**src/rtl/npc_mc_ctrl.sv**
```systemverilog
// ----------------------------------------------------------------------------
// npc_mc_ctrl
//   Multi-cycle core sequencer for the NPC. Walks each instruction through
//   fetch, decode, an optional load/store access and write-back, using level
//   req / pulse done handshakes with the IFU and LSU. Emits one-cycle commit
//   strobes, counts retired instructions and parks in a halt state on ebreak.
//
// Optional feature macro: CTRL_TIMEOUT_EN
//   Defined   : watchdog on the IF and LS waits; expiry parks the core in S_ERR.
//   Undefined : IF/LS wait forever, S_ERR is unreachable, bus_err is tied 0.
//
// Parameters
//   CNT_W        width of the retired-instruction counter
//   TIMEOUT_CYC  watchdog limit in cycles (only used with CTRL_TIMEOUT_EN)
//
// Ports
//   clk          clock, rising edge
//   rst          asynchronous active-high reset
//   ifu_done     fetch complete (looked at only in S_IF)
//   idu_is_ls    decoded instruction is a load/store (looked at in S_ID)
//   idu_rd_wen   decoded instruction writes rd (stable S_ID..S_WB)
//   idu_ebreak   decoded instruction is ebreak (looked at in S_ID)
//   lsu_done     memory access complete (looked at only in S_LS)
//   ifu_req      fetch request, high for all of S_IF
//   lsu_req      memory request, high for all of S_LS
//   reg_write    RF write enable pulse in S_WB
//   pc_update    PC commit pulse in S_WB
//   halted       high in S_HALT
//   bus_err      high in S_ERR
//   state_o      current state code
//   instret      retired-instruction count
//
// state  | code | meaning
// S_RST  | 000  | in / just out of reset, all outputs quiet
// S_IF   | 001  | fetch: ifu_req held until ifu_done
// S_ID   | 011  | decode: pick halt, memory access or write-back
// S_LS   | 010  | memory access: lsu_req held until lsu_done
// S_WB   | 110  | write-back / commit, one cycle per retired instruction
// S_HALT | 100  | ebreak seen, terminal until reset
// S_ERR  | 111  | watchdog expired, terminal until reset
// ----------------------------------------------------------------------------
module npc_mc_ctrl #(
    parameter int CNT_W       = 32,
    parameter int TIMEOUT_CYC = 255
) (
    input  logic             clk,
    input  logic             rst,
    input  logic             ifu_done,
    input  logic             idu_is_ls,
    input  logic             idu_rd_wen,
    input  logic             idu_ebreak,
    input  logic             lsu_done,
    output logic             ifu_req,
    output logic             lsu_req,
    output logic             reg_write,
    output logic             pc_update,
    output logic             halted,
    output logic             bus_err,
    output logic [2:0]       state_o,
    output logic [CNT_W-1:0] instret
);

    typedef enum logic [2:0] {
        S_RST  = 3'b000,
        S_IF   = 3'b001,
        S_ID   = 3'b011,
        S_LS   = 3'b010,
        S_WB   = 3'b110,
        S_HALT = 3'b100,
        S_ERR  = 3'b111
    } state_t;

    state_t state;
    state_t stateNext;
    logic   wdogHit;

`ifdef CTRL_TIMEOUT_EN
    localparam int TO_W = $clog2(TIMEOUT_CYC + 1);

    logic [TO_W-1:0] wdog;

    // Counts cycles spent waiting in S_IF / S_LS. Any state change (including
    // entry into S_IF / S_LS) restarts it from 0, so the first wait cycle sees 0.
    always_ff @(posedge clk or posedge rst) begin
        if (rst) begin
            wdog <= '0;
        end else if ((state == S_IF || state == S_LS) && stateNext == state) begin
            wdog <= wdog + 1'b1;
        end else begin
            wdog <= '0;
        end
    end

    assign wdogHit = (wdog == TO_W'(TIMEOUT_CYC));
`else
    // Keeps the timeout parameter referenced in builds without the watchdog.
    logic unusedTimeoutCfg;
    assign unusedTimeoutCfg = |TIMEOUT_CYC;
    assign wdogHit          = 1'b0;
`endif

    always_ff @(posedge clk or posedge rst) begin
        if (rst) begin
            state <= S_RST;
        end else begin
            state <= stateNext;
        end
    end

    always_comb begin
        stateNext = state;
        ifu_req   = 1'b0;
        lsu_req   = 1'b0;
        reg_write = 1'b0;
        pc_update = 1'b0;
        halted    = 1'b0;
        bus_err   = 1'b0;
        case (state)
            S_RST: begin
                stateNext = S_IF;
            end
            S_IF: begin
                ifu_req = 1'b1;
                // A done arriving on the expiry cycle still wins.
                if (ifu_done) begin
                    stateNext = S_ID;
                end else if (wdogHit) begin
                    stateNext = S_ERR;
                end
            end
            S_ID: begin
                if (idu_ebreak) begin
                    stateNext = S_HALT;
                end else if (idu_is_ls) begin
                    stateNext = S_LS;
                end else begin
                    stateNext = S_WB;
                end
            end
            S_LS: begin
                lsu_req = 1'b1;
                if (lsu_done) begin
                    stateNext = S_WB;
                end else if (wdogHit) begin
                    stateNext = S_ERR;
                end
            end
            S_WB: begin
                pc_update = 1'b1;
                reg_write = idu_rd_wen;
                stateNext = S_IF;
            end
            S_HALT: begin
                halted = 1'b1;
            end
            S_ERR: begin
`ifdef CTRL_TIMEOUT_EN
                bus_err = 1'b1;
`endif
            end
            default: begin
                // Unused code 101 recovers through the reset state.
                stateNext = S_RST;
            end
        endcase
    end

    always_ff @(posedge clk or posedge rst) begin
        if (rst) begin
            instret <= '0;
        end else if (state == S_WB) begin
            instret <= instret + CNT_W'(1);
        end
    end

    assign state_o = state;

endmodule

```
**config.mk**
```make
export PLATFORM = sky130hd
export DESIGN_NAME = npc_mc_ctrl
export DESIGN_NICKNAME = d
export VERILOG_FILES = /design/src/rtl/npc_mc_ctrl.sv
export SDC_FILE = /design/constraint.sdc
export NUM_CORES = 1
export LEC_CHECK = 0
export CAP_MARGIN = 30
export CORE_UTILIZATION = 51
export DETAILED_ROUTE_END_ITERATION = 8
export GPL_ROUTABILITY_DRIVEN = 0
export GPL_TIMING_DRIVEN = 1
export PLACE_DENSITY = 0.85
export SYNTH_ARGS = -nofsm -noshare
export SYNTH_HDL_FRONTEND = slang
export SYNTH_SLANG_ARGS = --single-unit
```
**constraint.sdc**
```tcl
create_clock -name clk -period 2.3 [get_ports clk]
set_input_delay 0.46 -clock clk [delete_from_list [all_inputs] [get_ports clk]]
set_output_delay 0.46 -clock clk [all_outputs]
set_load 0.1 [all_outputs]
```
**Word level (Yosys, flattened, before mapping)**

Cells that the tools add are included.

- Register bits: 35
- Input bits: 7
- Output and inout port bits: 41

- Add/sub/neg operators: 1
- Equal/unequal tests: 8
- Mux-type cells: 10
- Bitwise gates (word level): 1
- Reductions and logical operators: 4

Operator list:

| kind | count |
|---|---|
| 32-bit by 1-bit adder with 32-bit output, second input constant | 1 |
| 3-bit case mux with 5 select lines | 1 |
| 3-bit 2-to-1 mux | 4 |
| 3-bit == test, second input constant | 3 |
| 3-bit by 2-bit == test with 1-bit output, second input constant | 2 |
| 1-bit 2-to-1 mux | 5 |
| 2-bit inequality test, second input constant | 2 |
| 2-bit OR reduction | 2 |
| 3-bit by 1-bit == test with 1-bit output, second input constant | 1 |
| 3-bit logical NOT | 1 |
| 3-bit AND reduction | 1 |
| 1-bit inverter | 1 |

**Depth between registers and ports, before layout**

Gate-level depths: netlist of the first run.

- Depth in word-level cells: 4
- Gate-level depth with buffers: 5
- Depth with buffers taken out: 5

**Worst setup path before layout of the first run**

Ideal clock, no wire load.

- Path kind: reg2out
- Start: register state[2], in the netlist state_o[2]
- End: output halted
- Arrival time: 3418 ps
- Slack: -1578 ps
- Cell stages (with the launch flop): 3
- Buffers on the path: 1
- Cells stage by stage: dfrtp_1 -> buf_6 -> nor3b_1

- Word-level cells in the longest chain between the ends: 2

Ends and longest elaborated chain:

| element | RTL line | source |
|---|---|---|
| start: declaration | 73 | `state_t state;` |
| start signal: assignment | 106 | `state <= stateNext;` |
| 3-bit == test | 118 | `case (state)` |
| 1-bit 2-to-1 mux | 118 |  |
| end: declaration | 57 | `output logic halted,` |

Every way passes these cells.

**Worst setup path after layout of the first run**

- Start: register state[1], in the netlist state_o[1]
- End: output reg_write

- Word-level cells in the longest chain between the ends: 2

Ends and longest elaborated chain:

| element | RTL line | source |
|---|---|---|
| 3-bit == test | 118 |  |
| 1-bit 2-to-1 mux | 118 |  |
| end: declaration | 55 | `output logic reg_write,` |

Every way passes these cells.

==> results of run 1 <==
[critical path: cells and delay by family (launching register included)]
kind          cells  cell delay [ns]
buf+inv           1             0.17
simple gates      2             0.46
flops             1             0.50
[cells in the mapped netlist (2+ instances only)]
cell	instances
dfrtp_1	35
xnor2_1	29
nand4_1	18
nand2_1	16
nand3_1	10
nor2_1	9
inv_1	4
nor2b_1	4
and2_1	3
and3_1	3
xor2_1	3
buf_4	2
nor4_4	2
[per-stage QoR]
step / TNS (ns) / power (mW) / instance area (sq um) / setup slack (ns) / hold WS, ns
after floorplan: -0.207 / 1.46 / 1730 / -0.207 / 0.614
after global placement: 0 / 1.69 / 2210 / 0.544 / 0.467
after detailed placement: 0 / 1.70 / 2210 / 0.519 / 0.477
after CTS: 0 / 2.04 / 2270 / 0.367 / 0.495
after global routing: 0 / 2.11 / 2270 / 0.300 / 0.508
final: 0 / 2.03 / 2270 / 0.376 / 0.494
[cell families (layout without fill, tap and decap cells)]
family                   after synthesis  count (layout)  share of synthesized area, %
AND/OR/NAND/NOR                       72              72                          26.3
flip-flops                            35              35                          51.8
XOR/XNOR                              32              32                          16.6
buffers and inverters                  7              60                          2.44
AO/OA/AOI/OAI                          5               5                          2.00
adder cells (fa/ha/maj)                1               1                         0.740
other                                  1               1                         0.222
[worst max-delay path by stage]
| stage | slack [ns] | cells past startpoint | start | to |
|---|---|---|---|---|
| floorplan | -0.21 | 2 | state_o[2] | halted |
| global placement | 0.54 | 4 | state_o[0] | instret[31] |
| detailed placement | 0.52 | 4 | state_o[0] | instret[31] |
| CTS | 0.37 | 3 | state_o[1] | reg_write |
| global route | 0.30 | 3 | state_o[1] | reg_write |
| finish | 0.38 | 3 | state_o[1] | reg_write |
[final cells by class]
| cell class | count | area, sq um | area share, % |
|---|---|---|---|
| repair buffers | 48 | 450 | 19.9 |
| clock buffers | 7 | 55.1 | 2.43 |
| flip-flops and latches | 35 | 881 | 38.9 |
| multi-input cells | 111 | 802 | 35.4 |
| inverters | 4 | 18.8 | 0.828 |
| well taps | 44 | 55.1 | 2.43 |
| clock inverters | 1 | 5.00 | 0.221 |
[state kept, by name (all words and copies together), names as in the netlist]
register  flops
instret      32
state_o       3
[layer usage]
layer,vias to the layer above,track usage [%]
met4,0,6.31
li1,633,-
met1,678,26.6
met5,-,0
met3,6,8.08
met2,38,38.2
[report_power, final]
group	leakage [nW]	switching [mW]	internal, mW
Combinational	0.559	0.647	0.284
Clock	0.0353	0.199	0.148
Sequential	0.476	0.0871	0.666
==> impl_metrics.json, run 1 <==
{
  "cts_resized": 0,
  "drv_cap": 0,
  "ctsHoldBuffers": 0,
  "postRouteAntennaNets": 0,
  "synth_area_sq_um": 1690,
  "ff2ff_setup_slack_ns": 0.48,
  "wirelength_um": 3510,
  "fin_util_pct": 73.1,
  "num_rows": 20,
  "slowest_delay_ns": 0.50,
  "p_leak_nw": 1.07,
  "met2_length_um": 1820,
  "avgSynthCellArea_sq_um": 11.1,
  "die_w_um": 59.6,
  "clk_path_buf_depth": 2,
  "fp.dieH_um": 59.6,
  "crit_type": "flop to output pin",
  "drive_above_1_share_pct": 31.1,
  "yosysTopAreaCell": "dfrtp_1",
  "dr_wl_met3_um": 196,
  "start_util_pct": 54.5,
  "vdd_drop_max_mv": 0.922,
  "cts_setup_buffers": 0,
  "cts_tree": "yes",
  "nets": 213,
  "root_buffer": "clkbuf_4",
  "cp-end-kind": "output pin",
  "final.min_clock_period_ns": 1.92,
  "io_pins": 48,
  "synthFlopType": "dfrtp_1",
  "cts_buffers": 5,
  "netlist_top_cells_area": "dfrtp_1, xnor2_1, nand4_1, nand2_1, nand3_1",
  "cpMaxStageDelayCell": "dfrtp_2",
  "worstHoldPathType": "flop to flop",
  "grt_pass1_vias": 1275,
  "synth_top_area_share_pct": 51.8,
  "synth-edff-count": 0,
  "whs_endpoint": "instret[31]",
  "dp.final_hpwl_um": 2610,
  "fin_crit_sh_pct": 83.7,
  "grt_pass1_wl_um": 5820,
  "diodes": 0,
  "clkTransAtPathRegs_ns": 0.09,
  "drc_errors": 0,
  "fin_skew_ns": 0.0171,
  "cp-start-kind": "flop",
  "maxUsedRoutingLayer": "met4",
  "grt_use_total_pct": 22.4,
  "placedCellCount": 242,
  "path_cells": "nor2b_1 > and3_2 > buf_12",
  "crit-reg2reg-launch": "state_o[0]",
  "nFillCells": 227,
  "drtPass1Iterations": 5,
  "core_sq_um": 3100,
  "worstPathMaxFanout": 8,
  "final_hold_viol_count": 0,
  "slew_headroom_pct": 58.0,
  "rsz0062_at_grt": "false",
  "mostFrequentLayoutCells": "buf_4, dfrtp_1, xnor2_1",
  "cp_data_required_time_ns": 1.84,
  "worstHoldPathCells": 1,
  "status": "finished clean",
  "clkLatencyLatePin_ns": 0.34,
  "gr-total-overflow": 0,
  "routedLengthMet1_um": 1460,
  "avgViaCountPerCell": 5.42,
  "final_common_cell": "buf_4",
  "min_from": "instret[31]",
  "htree_levels": 2,
  "routedWlPerCell_um": 14.1,
  "setup_violations": 0,
  "antenna_found_initial": 0,
  "tightest_slew_ns": 0.625,
  "final-instance-count-excl-fill": 250,
  "rr_worst_depth": 4,
  "final_max_slew_viol_count": 0,
  "synthArstFlopShare_pct": 100,
  "syn-instance-count": 153,
  "dieArea_sq_um": 3550,
  "arrival_ns": 1.46,
  "synthDistinctLibCells": 28,
  "max_clock_freq_ghz": 0.520,
  "postSynthNetCount": 161,
  "clock_sinks": 35,
  "ys_ff_latch": 35,
  "synth_seq_area_share_pct": 51.8,
  "num_vias": 1355,
  "power_density_nw_per_um2": 896,
  "portBuffers": 46,
  "drt_iter0_drc": 100,
  "yosys_warnings": 0,
  "grt_max_degree": 36,
  "areaGrowthSynthToFinish_pct": 34.0,
  "r2r_end": "instret[31]"
}
No activity file was read; power rests on OpenSTA's default activity.
==> run 2: changes to the inputs <==
--- a/config.mk
+++ b/config.mk
@@ -6,11 +6,11 @@
 export NUM_CORES = 1
 export LEC_CHECK = 0
 export CAP_MARGIN = 30
-export CORE_UTILIZATION = 51
+export CORE_UTILIZATION = 42
 export DETAILED_ROUTE_END_ITERATION = 8
 export GPL_ROUTABILITY_DRIVEN = 0
 export GPL_TIMING_DRIVEN = 1
-export PLACE_DENSITY = 0.85
+export PLACE_DENSITY = 0.75
 export SYNTH_ARGS = -nofsm -noshare
 export SYNTH_HDL_FRONTEND = slang
 export SYNTH_SLANG_ARGS = --single-unit
==> constraint.sdc (replaced) <==
create_clock -name clk -period 1.6 [get_ports clk]
set_input_delay 0.32 -clock clk [delete_from_list [all_inputs] [get_ports clk]]
set_output_delay 0.32 -clock clk [all_outputs]
set_load 0.1 [all_outputs]
==> impl_metrics.json, run 2 (same netlist as run 1, synthesis figures left out) <==
{
  "worstPathMaxFanout": 4,
  "final_max_slew_viol_count": 0,
  "failed_checks": "negative setup slack",
  "max_clock_freq_ghz": 0.570,
  "arrival_ns": 1.43,
  "num_vias": 1549,
  "antenna_found_initial": 0,
  "clkLatencyLatePin_ns": 0.29,
  "final_hold_viol_count": 0,
  "drc_errors": 0,
  "portBuffers": 46,
  "crit_type": "flop to output pin",
  "mostFrequentLayoutCells": "buf_12, xnor2_1, dfrtp_4",
  "met2_length_um": 2850,
  "final_common_cell": "buf_12",
  "clk_path_buf_depth": 2,
  "setup_violations": 19,
  "core_sq_um": 3770,
  "drt_iter0_drc": 102,
  "postRouteAntennaNets": 0,
  "total_power_mw": 3.82,
  "routedWlPerCell_um": 19.4,
  "worst_slack_ns": -0.154,
  "p_leak_nw": 1.41,
  "start_util_pct": 44.9,
  "cp-start-kind": "flop",
  "nFillCells": 156,
  "htree_levels": 2,
  "dr_wl_met3_um": 358,
  "routedLengthMet1_um": 2050,
  "wirelength_um": 5420,
  "drv_cap": 0,
  "clkTransAtPathRegs_ns": 0.07,
  "largest_register_ffs": 32,
  "gr-total-overflow": 0,
  "io_pins": 48,
  "fin_crit_sh_pct": 110,
  "areaGrowthSynthToFinish_pct": 91.4,
  "cp_data_required_time_ns": 1.28,
  "dp.final_hpwl_um": 3190,
  "cp-end-kind": "output pin",
  "dieArea_sq_um": 4290,
  "grt_pass1_vias": 1572,
  "grt_use_total_pct": 27.6,
  "grt_pass1_wl_um": 8490,
  "maxUsedRoutingLayer": "met4",
  "final.min_clock_period_ns": 1.75,
  "fp.dieH_um": 65.5,
  "diodes": 0,
  "num_rows": 22,
  "vdd_drop_max_mv": 2.12,
  "root_buffer": "clkbuf_8",
  "cts_buffers": 5,
  "fin_util_pct": 85.9,
  "grt_max_degree": 36,
  "fin_skew_ns": 0.00472,
  "hold_ws_ns": 0.376,
  "die_w_um": 65.5,
  "avgViaCountPerCell": 5.53,
  "ctsHoldBuffers": 0,
  "nets": 239,
  "worstHoldPathType": "input pin to async pin",
  "clock_sinks": 35,
  "status": "finished with violations",
  "rsz0062_at_grt": "true",
  "drive_above_1_share_pct": 57.8,
  "largest_register": "instret",
  "power_density_nw_per_um2": 1180,
  "drtPass1Iterations": 4,
  "cts_tree": "yes"
}
[run 2: cell count changes in the layout (fill, tap and decap cells not counted), sizes merged]
cell	change
buf	+26
bufinv	+1
clkbuf	-1
[run 2: worst paths after layout]
check,start,end,slack (ns),cells after the start
min in group clk,instret[31],instret[31],0.53,1
worst max-delay path,state_o[0],reg_write,-0.15,4
worst max register to register,state_o[0],instret[24],-0.10,6
worst min register to register,instret[31],instret[31],0.53,1
max in group asynchronous,rst,instret[16],1.03,3
worst min-delay path,rst,instret[1],0.38,3
[run 2: cell type report]
type | instances | area [sq um] | share of cell area (%)
clock inverters | 2 | 35.0 | 1.08
well taps | 48 | 60.1 | 1.85
flip-flops and latches | 35 | 978 | 30.2
multi-input cells | 111 | 950 | 29.3
clock buffers | 6 | 82.6 | 2.55
repair buffers | 74 | 1110 | 34.4
inverters | 4 | 18.8 | 0.580
[run 2: metal layers]
metal / vias up / GRT usage [%]
li1: 682 / -
met1: 776 / 32.2
met2: 76 / 47.7
met3: 15 / 6.60
met4: 0 / 12.0
met5: - / 0
[run 2: worst max-delay path, cell delays in order, from the launching register on]
cell and delay (ns):
dfrtp_4 0.51, buf_6 0.14, nor2b_4 0.11, and3_4 0.21, buf_12 0.17
[run 2: through the flow]
step	worst slack, ns	setup TNS (ns)	cells	instance area (sq um)
3_3_place_gp	0.0457	0	257	2900
2_1_floorplan	-0.381	-5.22	153	1900
6_report	-0.154	-1.02	280	3240
4_1_cts	-0.132	-0.522	273	3140
5_1_grt	-0.175	-2.15	280	3240
3_5_place_dp	-0.0343	-0.134	257	2900
[run 2: where the power goes]
part	total [mW]	internal (mW)	switching, mW
sequential	1.12	0.990	0.128
clock	0.838	0.504	0.334
combinational	1.87	0.787	1.08
total	3.82	2.28	1.54
[run 2: timing repair]
item	CTS	global route
gates cloned	1	0
setup endpoints to repair	14	25
setup buffers	7	7
pin swaps	7	16
resized for setup	15	10
==> run 3: changes to the inputs <==
--- a/config.mk
+++ b/config.mk
@@ -5,7 +5,7 @@
 export SDC_FILE = /design/constraint.sdc
 export NUM_CORES = 1
 export LEC_CHECK = 0
-export CAP_MARGIN = 30
+export CAP_MARGIN = 40
 export CORE_UTILIZATION = 42
 export DETAILED_ROUTE_END_ITERATION = 8
 export GPL_ROUTABILITY_DRIVEN = 0
==> results of run 3 <==
Same layout as run 2: the final DEF is identical, and so are final timing and power.
